`src/rtl/priority_arbiter_rr.sv`:
```
// priority_arbiter_rr
//   Single-grant arbiter with a registered, handshaked output. A winner is
//   picked from req, and it is held on out_idx until the consumer accepts it
//   with out_ready. The winner is chosen in one of two ways:
//     RR_MODE=0 : the highest set index of req wins.
//     RR_MODE=1 : round-robin. The search runs downward from ptr and wraps
//                 from 0 to N-1.
//
// Parameters
//   N        number of requesters (>= 2)
//   RR_MODE  0 = fixed priority, 1 = round-robin
//   W        index width, derived from N
//
// Ports
//   clk         clock, rising edge
//   rst_n       asynchronous active-low reset
//   req[N]      request vector, bit i = requester i
//   out_ready   consumer accepts the current grant
//   out_valid   a grant is held on out_idx
//   out_idx[W]  index of the granted requester
//   out_onehot  one-hot of out_idx, zero while out_valid=0
//   out_multi   more than one request was pending when the grant was captured
module priority_arbiter_rr #(
    parameter int N       = 8,
    parameter int RR_MODE = 0,
    localparam int W      = (N > 1) ? $clog2(N) : 1
) (
    input  logic         clk,
    input  logic         rst_n,
    input  logic [N-1:0] req,
    input  logic         out_ready,
    output logic         out_valid,
    output logic [W-1:0] out_idx,
    output logic [N-1:0] out_onehot,
    output logic         out_multi
);

    localparam logic [W-1:0] LAST = W'(N - 1);

    typedef enum logic {IDLE, GRANT} state_t;

    state_t       state, state_nxt;
    logic         load;
    logic         hs;
    logic [W-1:0] ptr;
    logic [W-1:0] ptr_eff;
    logic [W-1:0] idx_dec;
    logic [W-1:0] win;
    logic [N-1:0] req_m1;
    logic         multi;

    assign out_valid = (state == GRANT);
    assign hs        = out_valid & out_ready;

    // (out_idx - 1) mod N. This wraps at N, not 2^W, so a non-power-of-two N
    // never points past the last requester.
    assign idx_dec = (out_idx == '0) ? LAST : out_idx - W'(1);

    // A back-to-back capture must search from the pointer the handshake is
    // about to write, not from the stale one. In fixed mode ptr stays at N-1.
    // A downward search from N-1 is plain highest-index priority.
    assign ptr_eff = (RR_MODE != 0 && hs) ? idx_dec : ptr;

    // At least two bits are set exactly when clearing the lowest set bit
    // leaves something behind.
    assign req_m1 = req - N'(1);
    assign multi  = (req & req_m1) != '0;

    // Downward circular search starting at ptr_eff.
    always_comb begin
        logic found;
        int   pos;
        win   = '0;
        found = 1'b0;
        pos   = 0;
        for (int k = 0; k < N; k++) begin
            pos = (int'(ptr_eff) - k + N) % N;
            if (!found && req[pos]) begin
                win   = W'(pos);
                found = 1'b1;
            end
        end
    end

    // FSM next state and capture strobe.
    always_comb begin
        state_nxt = state;
        load      = 1'b0;
        case (state)
            IDLE: begin
                if (req != '0) begin
                    load      = 1'b1;
                    state_nxt = GRANT;
                end
            end
            GRANT: begin
                if (hs) begin
                    if (req != '0) load      = 1'b1;
                    else           state_nxt = IDLE;
                end
            end
            default: state_nxt = IDLE;
        endcase
    end

    always_ff @(posedge clk or negedge rst_n) begin
        if (!rst_n) state <= IDLE;
        else        state <= state_nxt;
    end

    always_ff @(posedge clk or negedge rst_n) begin
        if (!rst_n) begin
            out_idx   <= '0;
            out_multi <= 1'b0;
        end else if (load) begin
            out_idx   <= win;
            out_multi <= multi;
        end
    end

    always_ff @(posedge clk or negedge rst_n) begin
        if (!rst_n)                ptr <= LAST;
        else if (RR_MODE != 0 && hs) ptr <= idx_dec;
    end

    always_comb begin
        out_onehot = '0;
        if (out_valid) out_onehot[out_idx] = 1'b1;
    end

endmodule

```
`config.mk`:
```
export PLATFORM = sky130hd
export DESIGN_NAME = priority_arbiter_rr
export DESIGN_NICKNAME = d
export VERILOG_FILES = /design/src/rtl/priority_arbiter_rr.sv
export SDC_FILE = /design/constraint.sdc
export NUM_CORES = 1
export LEC_CHECK = 0
export ABC_AREA = 0
export CORE_AREA = 2 2 39 41
export DETAILED_ROUTE_END_ITERATION = 12
export DIE_AREA = 0 0 41 43
export MAX_ROUTING_LAYER = met4
export PLACE_DENSITY_LB_ADDON = 0.25
export SLEW_MARGIN = 15
export SYNTH_ARGS = -nofsm -noshare
export SYNTH_HDL_FRONTEND = slang
export SYNTH_SLANG_ARGS = --single-unit
```
`constraint.sdc`:
```
create_clock -name clk -period 2 [get_ports clk]
set_input_delay 0.5 -clock clk [delete_from_list [all_inputs] [get_ports clk]]
set_output_delay 0.5 -clock clk [all_outputs]
set_load 0.01 [all_outputs]
```
* Word level (Yosys, flattened, before mapping)
Index checks and enable logic that the tools add are counted.
** Storage, ports and cells
- Bits in registers :: 5
- Bits of input ports :: 11
- Word-level logic and storage cells :: 112
- Output and inout port bits :: 13
** Cells by class
- Add/sub/neg operators :: 16
- Order comparisons :: 10
- Mux-type cells :: 47
- Bitwise operators :: 11
- Reduce and logical (&&, ||, !) cells :: 25
** Operator list (number)
- $add 4x5->6 const B :: 7
- $lt 4x5->1 const B :: 8
- $mux 1 :: 27
- $bmux 1 s3 :: 8
- $mux 3 :: 8
- $reduce_or 3->1 :: 8
- $reduce_bool 8->1 :: 2
- $sub 3x3->4 const B :: 4
- $and 1x1->1 :: 8
- $and 8x8->8 :: 1
- $logic_and 1x1->1 :: 8
- $mux 8 :: 1
- $sub 3x2->4 const B :: 2
- $sub 8x1->8 const B :: 1
- $logic_not 1->1 :: 7
- $lt 3x4->1 const B :: 1
- $pmux 1 s2 :: 2
- $sub 3x1->4 const B :: 1
- $add 3x1->3 const B :: 1
- $demux 1 s3 :: 1
- $ge 3x1->1 const B :: 1
- $and 1x1->1 const A :: 1
- $not 1->1 :: 1

* Longest topological paths before layout
Gate-level depths: netlist of run 1.
- Depth in word-level cells :: 28
- Mapped depth :: 5

* Least setup slack after synthesis of run 1
Ideal clock, no wire load.
- Path type :: input-to-reg
- From :: input port req[2]
- To :: register out_multi
- Path slack :: 0.269 ns
- Stages on the path :: 5
- Path buffers :: 1
- Arrival :: 1.607 ns
- Setup time :: 0.124 ns
- Cell sequence :: or4_4 -> buf_6 -> o31ai_4 -> nor2b_1 -> a21oi_1
** On the way
- Word-level cells in the longest chain between the ends :: 4
- Elaborated cells on any way between the ends :: 7
- Those cells by class :: add/sub (1); mux (3); bitwise (1); reduce/logical (2)
** Ends and longest elaborated chain
- start: declaration :: RTL line 30 : input logic [N-1:0] req,
- branches (longest 4 deep; another with $sub 8x1->8)
- end signal: assignment :: RTL line 117 : out_multi <= multi;
- end: declaration :: RTL line 35 : output logic out_multi
Parallel ways; which one is timed is not known.
A chain may end at the register's enable or synchronous reset.

* Worst setup path in the final report of run 1
Same ends and word-level chain as after synthesis.

==> metrics.md, run 1 <==
| Metric | Value |
|---|---|
| Outcome | finished, final reports clean |
| Wl on met1 | 343 um |
| Max Root-Sink Buffers | 2 |
| Top cells by count, synth | nand2_1, nor2_1, dfrtp_1 |
| Worst vdd ir | approximately 200 uV |
| Maxcap violations | 0 |
| Num CTS Buffers | 3 |
| Via count | 464 |
| Hold buffers post-CTS | 0 |
| Avg Synthesized Cell Area | slightly above 8 um2 |
| Vias in the first global route | 409 |
| CP endpoint kind | register |
| RSZ-0062 raised after global routing | false |
| Peak Freq | between 0.5 and 0.6 GHz |
| Largest net degree at the start of global routing | 8 |
| ANT cells | 0 |
| Global placer's final weighted congestion | just over 0.7 |
| Area growth syn-to-layout | 95.4% |
| Top Ports | 24 |
| Top-count cell post-synth | nand2_1 |
| Via-to-Cell Ratio | 4.64 |
| Async S/R FF share, synth | 1.00 |
| Clk Tree Root Cell | clkbuf_4 |
| Worst clock skew | 0.00180 ns |
| Slew @ Worst Pin | 0.280 ns |
| Htree depth | 1 |
| Pwr dens | 440 nW/um2 |
| Synthesis Warnings | 3 |
| Setup CP Type | input port to register |
| Yosys cell types | 22 |
| Final WL | 943 um |
| Core Box Area | 1380 um2 |
| Setup_tns | 0 ns |
| Global-route wire length before repair | roughly 1600 um |
| Mapped Area | 379 um2 |
| Startpoint types | input port |
| Primary FF master, synth | dfrtp_1 |
| Post-Synthesis Cells | between 40 and 50 |
| CP required | 2.13 ns |
| Post-synth EDFFs | 0 |
| Die X | 41 um |
| Max_slew headroom | 0.814 |
| Post-synth top area cell | dfrtp_1 |
| All-layer global routing usage | 0.147 |
| CP Max Fanout | 5 |
| Setup violations, final | 0 |
| Routed wl met2 | 478 um |
| Final worst slack | 0.106 ns |
| Starting density of the core | 0.274 |
| Num Clock Sinks | 5 |
| Synth top area cells | dfrtp_1, nand2_1, nor2_1 |
| Post-synthesis sequential area ratio | 0.330 |
| Fin. Hold Viols | 0 |
| LEAKAGE | 0.000370 uW |
| Fraction of the cycle the final worst path needs | 0.947 |
| Wire per inst | 9.43 um |
| Post-route ant nets | 0 |
| Die height | 43 um |
| Met3 wire length | 76 um |
| Synth Register Bits | 5 |
| Die area | 1760 um2 |
| Final Slew Violations | 0 |
| Post-synth top area share | 0.330 |
| Final worst path period need | between 1.5 and 2 ns |
| Placed instance count | 95 |
| # DRC | 0 |
| DRT Pass-1 Iters | 1 |
| Layout Cells excl Fill | 100 |
| Initial DRC count | 0 |
| Worst EP arrival | slightly above 2 ns |
| HPWL after detailed placement | 795 um |
| Hold Path Class | input port to asynchronous set/reset pin |
| Total grt overflow | 0 |
| Fraction of layout cells with a size suffix above 1 | 0.214 |
| # rows | 14 |
| Nets | 96 |
| Clk Latency, worst-skew pair | around 0.25 ns |
| Initial antenna violation count | 0 |
| Post-Syn Nets | 58 |
| Port-buffer cells | 23 |
| Pre-CTS WS | -0.167 ns |
| Top sig layer | met4 |
| TritonCTS clock tree | built |
| Clk slew on worst S/H paths | 0.04 ns |
==> worst paths after layout <==
kind                             from         end  slack [ns]  cells past startpoint
max in group asynchronous       rst_n  out_idx[2]        1.33                      1
min in group clk           out_idx[0]  out_idx[0]        0.51                      2
max reg2reg                 out_valid   out_multi        0.80                      4
min reg2reg                out_idx[0]  out_idx[0]        0.51                      2
min                             rst_n   out_multi        0.47                      1
max                            req[2]   out_multi        0.11                      6
==> worst max-delay path: stages <==
cell and delay [ns]:
clkdlybuf4s50_1 0.42, or4_4 0.59, buf_4 0.16, a21oi_1 0.13, o2bb2ai_1 0.13, a21oi_1 0.08
==> cells by family after synthesis <==
group | Yosys count | synth area share
AOI/OAI and AO/OA | 9 | 0.195
DFF | 5 | 0.330
adders and majority gates | 1 | 0.0264
buffers and inverters | 2 | 0.0396
and+or+nand+nor | 30 | 0.409
==> layout make-up <==
cell class,count,area (um2)
Fill cell,147,643
Timing Repair Buffer,34,319
Multi-Input combinational cell,40,245
Sequential cell,5,126
Clock buffer,4,26.3
Tap cell,16,20.0
Inverter,1,3.75
==> metrics by stage <==
stage / power, uW / hold slack, ns / utilization / area [um2]
floorplan: 146 / 0.204 / - / 379
global placement: 210 / 0.489 / 0.501 / 693
detailed placement: 212 / 0.507 / 0.501 / 693
CTS: 331 / 0.477 / 0.523 / 723
global route: 351 / 0.479 / 0.535 / 741
finish: 326 / 0.470 / 0.535 / 741
==> where the power goes <==
group	switching [uW]	internal, uW	total (uW)	leakage (uW)
Sequential	4.19	106	110	0.0000563
Clock	42.9	75.5	118	0.0000150
Combinational	39.1	58.5	97.6	0.000299
==> per-layer routing <==
metal / global-route usage / up-vias
met2: 0.225 / 24
met5: - / -
met3: 0.0314 / 4
met1: 0.132 / 192
met4: 0.160 / 0
li1: - / 244
==> placed cells by master, fill, tap and decap left out <==
cell type and n:
o31ai_4 1, o21bai_1 1, or3_1 2, nand2_1 8, clkdlybuf4s50_1 16, o21ai_1 1, dlymetal6s2s_1 4, nor4b_2 1
dfrtp_1 4, clkbuf_4 3, dlygate4sd2_1 3, inv_1 1, nand2b_1 4, nand3b_1 2, nand3_1 1, nor2b_1 1
o31a_1 1, o211ai_1 1, or4_4 1, maj3_1 1, nor2_1 7, buf_4 11, o21ai_0 1, nor3_1 3
o2bb2ai_1 1, a21oi_1 2, dfrtp_2 1, clkbuf_1 1
==> sequential cells by signal, summed over array words and instances (netlist names) <==
signal and flops:
out_valid 1, out_idx 3, out_multi 1
==> repair_timing <==
item | in CTS | in global routing
endpoints found under the setup margin | 5 | 6
buffers inserted | 1 | 0
pin swaps | 0 | 0
resized for setup | 3 | 6
Power figures use the tool's default switching activity.
==> run 2: changes to the inputs <==
--- a/config.mk
+++ b/config.mk
@@ -15,3 +15,4 @@
 export SYNTH_ARGS = -nofsm -noshare
 export SYNTH_HDL_FRONTEND = slang
 export SYNTH_SLANG_ARGS = --single-unit
+export TNS_END_PERCENT = 10
==> metrics.md, run 2 (same netlist as run 1, synthesis figures left out) <==
| Metric | Value |
|---|---|
| Hold Path Class | input port to asynchronous set/reset pin |
| Register area | between 100 and 150 um2 |
| Worst vdd ir | about 190 uV |
| Clk Tree Root Cell | clkbuf_4 |
| Setup CP Type | input port to register |
| Core Box Area | 1380 um2 |
| Fraction of the cycle the final worst path needs | 0.947 |
| GRT met3 Usage | 0.0314 |
| # rows | 14 |
| Via-to-Cell Ratio | 4.58 |
| CP Max Fanout | 5 |
| DRT Pass-1 Iters | 1 |
| ANT cells | 0 |
| Post-route ant nets | 0 |
| Maxcap violations | 0 |
| Max reg flops | 3 |
| Starting density of the core | 0.274 |
| Num CTS Buffers | 3 |
| Pwr dens | 441 nW/um2 |
| Global Route met1 Usage | 0.128 |
| Peak Freq | 0.528 GHz |
| GR peak layer | met2 |
| Initial antenna violation count | 0 |
| Startpoint types | input port |
| Critical-path cell list | clkdlybuf4s50_1 > or4_4 > buf_4 > a21oi_1 > o2bb2ai_1 > a21oi_1 |
| CP required | 2.13 ns |
| Final Slew Violations | 0 |
| Slowest cell on the critical path | or4_4 |
| Commonest non-fill, non-tap cell in the layout | clkdlybuf4s50_1 |
| Nets | 95 |
| Placed cell area | 693 um2 |
| HPWL after detailed placement | around 790 um |
| Setup violations, final | 0 |
| Routing usage on met2 | 0.213 |
| Multi-input logic area | ~250 um2 |
| Worst clock skew | 0.00179 ns |
| Global placer's final weighted congestion | 0.718 |
| Final WL | 923 um |
| Via count | 453 |
| Port-buffer cells | 23 |
| Fin. Hold Viols | 0 |
| Cell mode on critical path | a21oi_1 |
| Setup_tns | 0 ns |
| Clk slew on worst S/H paths | 0.04 ns |
| Die height | 43 um |
| Max_slew headroom | 0.814 |
| Final worst path period need | 1.89 ns |
| Die X | 41 um |
| Wire per inst | 9.32 um |
| Outcome | finished, final reports clean |
| Global-route wire length before repair | around 1500 um |
| Placed instance count | 95 |
| R2R cell count | 4 |
| # fillers | 146 |
| # DRC | 0 |
| Htree depth | 1 |
| Slew @ Worst Pin | 0.280 ns |
| Num Clock Sinks | 5 |
| LEAKAGE | ~0.00036 uW |
| Total power draw | 324 uW |
| TritonCTS clock tree | built |
| Most frequent cells in the layout | clkdlybuf4s50_1, buf_4, nand2_1, nor2_1 |
| Max Root-Sink Buffers | 2 |
| Clk Latency, worst-skew pair | roughly 0.25 ns |
| Worst EP arrival | 2.02 ns |
| Vias in the first global route | 391 |
| Die area | 1760 um2 |
| Area growth syn-to-layout | 93.7% |
| Top reg by flops | out_idx |
| CP endpoint kind | register |
| All-layer global routing usage | 0.142 |
| Initial DRC count | 0 |
| Fraction of layout cells with a size suffix above 1 | 0.217 |
| RSZ-0062 raised after global routing | false |
| Max incr delay on CP | between 0.5 and 0.6 ns |
| Largest net degree at the start of global routing | 8 |
| Layout Cells excl Fill | between 90 and 100 |
| Top Ports | 24 |
| Total grt overflow | 0 |
| Final Cell Area | 734 um2 |
[run 2: changes by cell type in the layout (fill, tap and decap cells not counted)]
| cell | before | now |
|---|---|---|
| dfrtp_1 | 4 | 3 |
| buf_4 | 11 | 10 |
| dfrtp_2 | 1 | 2 |
[run 2: worst paths after layout]
| kind | from | endpoint | slack (ns) |
|---|---|---|---|
| worst max-delay path | req[2] | out_multi | 0.11 |
| worst min-delay path | rst_n | out_multi | 0.47 |
| worst max register to register | out_valid | out_multi | 0.80 |
| worst min register to register | out_idx[0] | out_idx[0] | 0.51 |
| max in group asynchronous | rst_n | out_idx[2] | 1.33 |
| min in group clk | out_idx[0] | out_idx[0] | 0.51 |
[run 2: cell type report]
class                      count  area share
multi-input combinational     40       0.334
clock buffer                   4      0.0358
tap                           16      0.0273
inverter                       1     0.00511
timing repair buffer          33       0.424
sequential                     5       0.174
[run 2: per-layer routing]
| metal | wire, um | vias to the layer above | share of wire |
|---|---|---|---|
| met2 | 456 | 24 | 0.49 |
| met1 | 345 | 183 | 0.37 |
| met5 | 0 | - | 0 |
| li1 | - | 242 | - |
| met4 | 44 | 0 | 0.048 |
| met3 | 76 | 4 | 0.082 |
[run 2: worst max-delay path: cells and delay by family]
family	cells	cell delay (ns)
compound gates	3	0.34
buf+inv	2	0.58
simple gates	1	0.59
[run 2: power by group]
| group | switching, uW | internal (uW) |
|---|---|---|
| logic | 38.0 | 57.1 |
| clock network | 42.9 | 75.5 |
| registers | 4.71 | 106 |
[run 2: stage by stage]
stage / setup slack, ns / hold slack [ns] / utilization
after detailed placement: -0.167 / 0.507 / 0.501
final: 0.106 / 0.470 / 0.531
after CTS: -0.0101 / 0.477 / 0.518
after floorplan: 0.269 / 0.204 / -
after global routing: 0.0131 / 0.479 / 0.531
after global placement: -0.126 / 0.489 / 0.501
[run 2: timing repair]
action / in CTS / in global routing
hold endpoints to repair: 0 / 0
hold buffers: 0 / 0
buffers inserted: 0 / 0
resized for setup: 4 / 6
setup endpoints to repair: 5 / 5
==> run 3: changes to the inputs <==
--- a/config.mk
+++ b/config.mk
@@ -7,8 +7,10 @@
 export LEC_CHECK = 0
 export ABC_AREA = 0
 export CORE_AREA = 2 2 39 41
+export CTS_CLUSTER_SIZE = 40
 export DETAILED_ROUTE_END_ITERATION = 12
 export DIE_AREA = 0 0 41 43
+export GPL_TIMING_DRIVEN = 0
 export MAX_ROUTING_LAYER = met4
 export PLACE_DENSITY_LB_ADDON = 0.25
 export SLEW_MARGIN = 15
==> constraint.sdc (replaced) <==
create_clock -name clk -period 2 [get_ports clk]
set_input_delay 0.2 -clock clk [delete_from_list [all_inputs] [get_ports clk]]
set_output_delay 0.2 -clock clk [all_outputs]
set_load 0.01 [all_outputs]
==> metrics.md, run 3 (same netlist as run 1, synthesis figures left out) <==
| Metric | Value |
|---|---|
| Outcome | finished, final reports clean |
| Max Root-Sink Buffers | 2 |
| Pwr dens | 481 nW/um2 |
| Worst EP arrival | 1.90 ns |
| Core Box Area | 1380 um2 |
| Starting density of the core | 0.274 |
| Gate power share | 0.275 |
| ANT cells | 0 |
| Hold Path Class | input port to asynchronous set/reset pin |
| Die height | ~43 um |
| Final Cell Area | 656 um2 |
| Placed cell area | 629 um2 |
| Slowest cell on the critical path | or4_4 |
| Global-route wire length before repair | 1410 um |
| CP required | 2.12 ns |
| Commonest non-fill, non-tap cell in the layout | clkdlybuf4s50_1 |
| RSZ-0062 raised after global routing | false |
| Max_slew headroom | 0.827 |
| DRT Pass-1 Iters | 4 |
| Post-route ant nets | 0 |
| Slew @ Worst Pin | 0.256 ns |
| # rows | 14 |
| Worst vdd ir | roughly 220 uV |
| Max incr delay on CP | 0.55 ns |
| Vias in the first global route | 353 |
| Critical-path cell list | clkdlybuf4s50_1 > or4_4 > buf_6 > nor4b_1 > o21bai_1 > a21oi_1 |
| Startpoint types | input port |
| Top Ports | 24 |
| Register area | 125 um2 |
| TritonCTS clock tree | built |
| Pint | 231 uW |
| Setup bufs post-CTS | 0 |
| Fraction of the cycle the final worst path needs | 0.888 |
| CP Max Fanout | 7 |
| Via count | 419 |
| Initial antenna violation count | 0 |
| Htree depth | 1 |
| Initial DRC count | 8 |
| # DRC | 0 |
| # fillers | 170 |
| HPWL after detailed placement | 711 um |
| Buf/Inv on CP | 2 |
| Placed instance count | 86 |
| Fin. Hold Viols | 0 |
| Die area | 1760 um2 |
| Clk slew on worst S/H paths | 0.04 ns |
| Layout Cells excl Fill | 90 |
| Wire per inst | 9.78 um |
| Top reg by flops | out_idx |
| Largest net degree at the start of global routing | 8 |
| PostCTS Resize Cnt | 0 |
| Fraction of layout cells with a size suffix above 1 | 0.0811 |
| Multi-input logic area | 239 um2 |
| Peak Freq | 0.563 GHz |
| Die X | 41 um |
| Global placer's final weighted congestion | ~0.7 |
| Worst clock skew | approximately 0.0016 ns |
| Setup CP Type | input port to register |
| All-layer global routing usage | 0.127 |
| Sequential Power Share | 0.350 |
| Clk Tree Root Cell | clkbuf_4 |
| Max reg flops | 3 |
| Setup_tns | 0 ns |
| LEAKAGE | 0.000246 uW |
| Via-to-Cell Ratio | 4.66 |
| Most frequent cells in the layout | clkdlybuf4s50_1, nand2_1, nor2_1, dfrtp_1, nand2b_1 |
| CP endpoint kind | register |
| Final Slew Violations | 0 |
| Clk Latency, worst-skew pair | 0.25 ns |
| Port-buffer cells | 23 |
| Net Sw Frac | 0.266 |
| P_sw | approximately 84 uW |
| Setup violations, final | 0 |
| Num CTS Buffers | 3 |
| Total grt overflow | 0 |
| Final worst path period need | around 1.8 ns |
| Worst hold slack | 0.167 ns |
| Hold buffers post-CTS | 0 |
| Maxcap violations | 0 |
| CP top delay family | simple AND/OR/NAND/NOR gates |
| Nets | 86 |
| Area growth syn-to-layout | 72.9% |
| Final WL | 880 um |
| Power share of the clock group | 0.375 |
| Num Clock Sinks | 5 |
==> run 3: changes by cell type in the layout (fill, tap and decap cells not counted), sizes merged <==
cell / change
dlygate4sd2: -3
clkdlybuf4s50: +7
buf: -9
dlymetal6s2s: -4
==> run 3: cell type report <==
class | count | share of cell area
plain buffers | 1 | 0.0172
clock buffers | 4 | 0.0401
inverters | 1 | 0.00573
multi-input cells | 40 | 0.365
flip-flops and latches | 5 | 0.191
well taps | 16 | 0.0305
repair buffers | 23 | 0.351
==> run 3: worst register-to-register path, delay by kind of cell, from the launching register on <==
family,cells,cell delay (ns)
flip-flops,1,0.40
AND/OR/NAND/NOR,2,0.51
AO/OA/AOI/OAI,2,0.27
==> run 3: through the flow <==
stage | power, uW | setup slack, ns | utilization
final | 315 | 0.224 | 0.474
after floorplan | 146 | 0.569 | -
after detailed placement | 199 | 0.00126 | 0.455
after CTS | 317 | 0.236 | 0.474
after global routing | 329 | 0.0535 | 0.474
after global placement | 198 | 0.00860 | 0.455
==> run 3: path summary, 6_finish.rpt <==
path,slack (ns),cells after the start,end,startpoint
max reg2reg,0.70,4,out_multi,out_valid
min,0.17,1,out_valid,rst_n
min in group clk,0.51,2,out_idx[0],out_idx[0]
max in group asynchronous,1.65,1,out_idx[2],rst_n
min reg2reg,0.51,2,out_idx[0],out_idx[0]
max,0.22,6,out_multi,req[2]
==> run 3: layer usage <==
layer	vias up	global-route usage	share of wire
met4	0	0.100	0.025
met2	25	0.194	0.50
met1	169	0.132	0.39
met5	-	-	0
li1	222	-	-
met3	3	0.0314	0.089
==> run 3: power by group through the flow <==
stage,logic (uW),registers [uW],clock network (uW)
3_3_place_gp,86.3,112,0
3_5_place_dp,87.3,112,0
4_1_cts,87.7,110,119
6_report,86.6,110,118
2_1_floorplan,32.9,113,0
5_1_grt,96.3,111,122
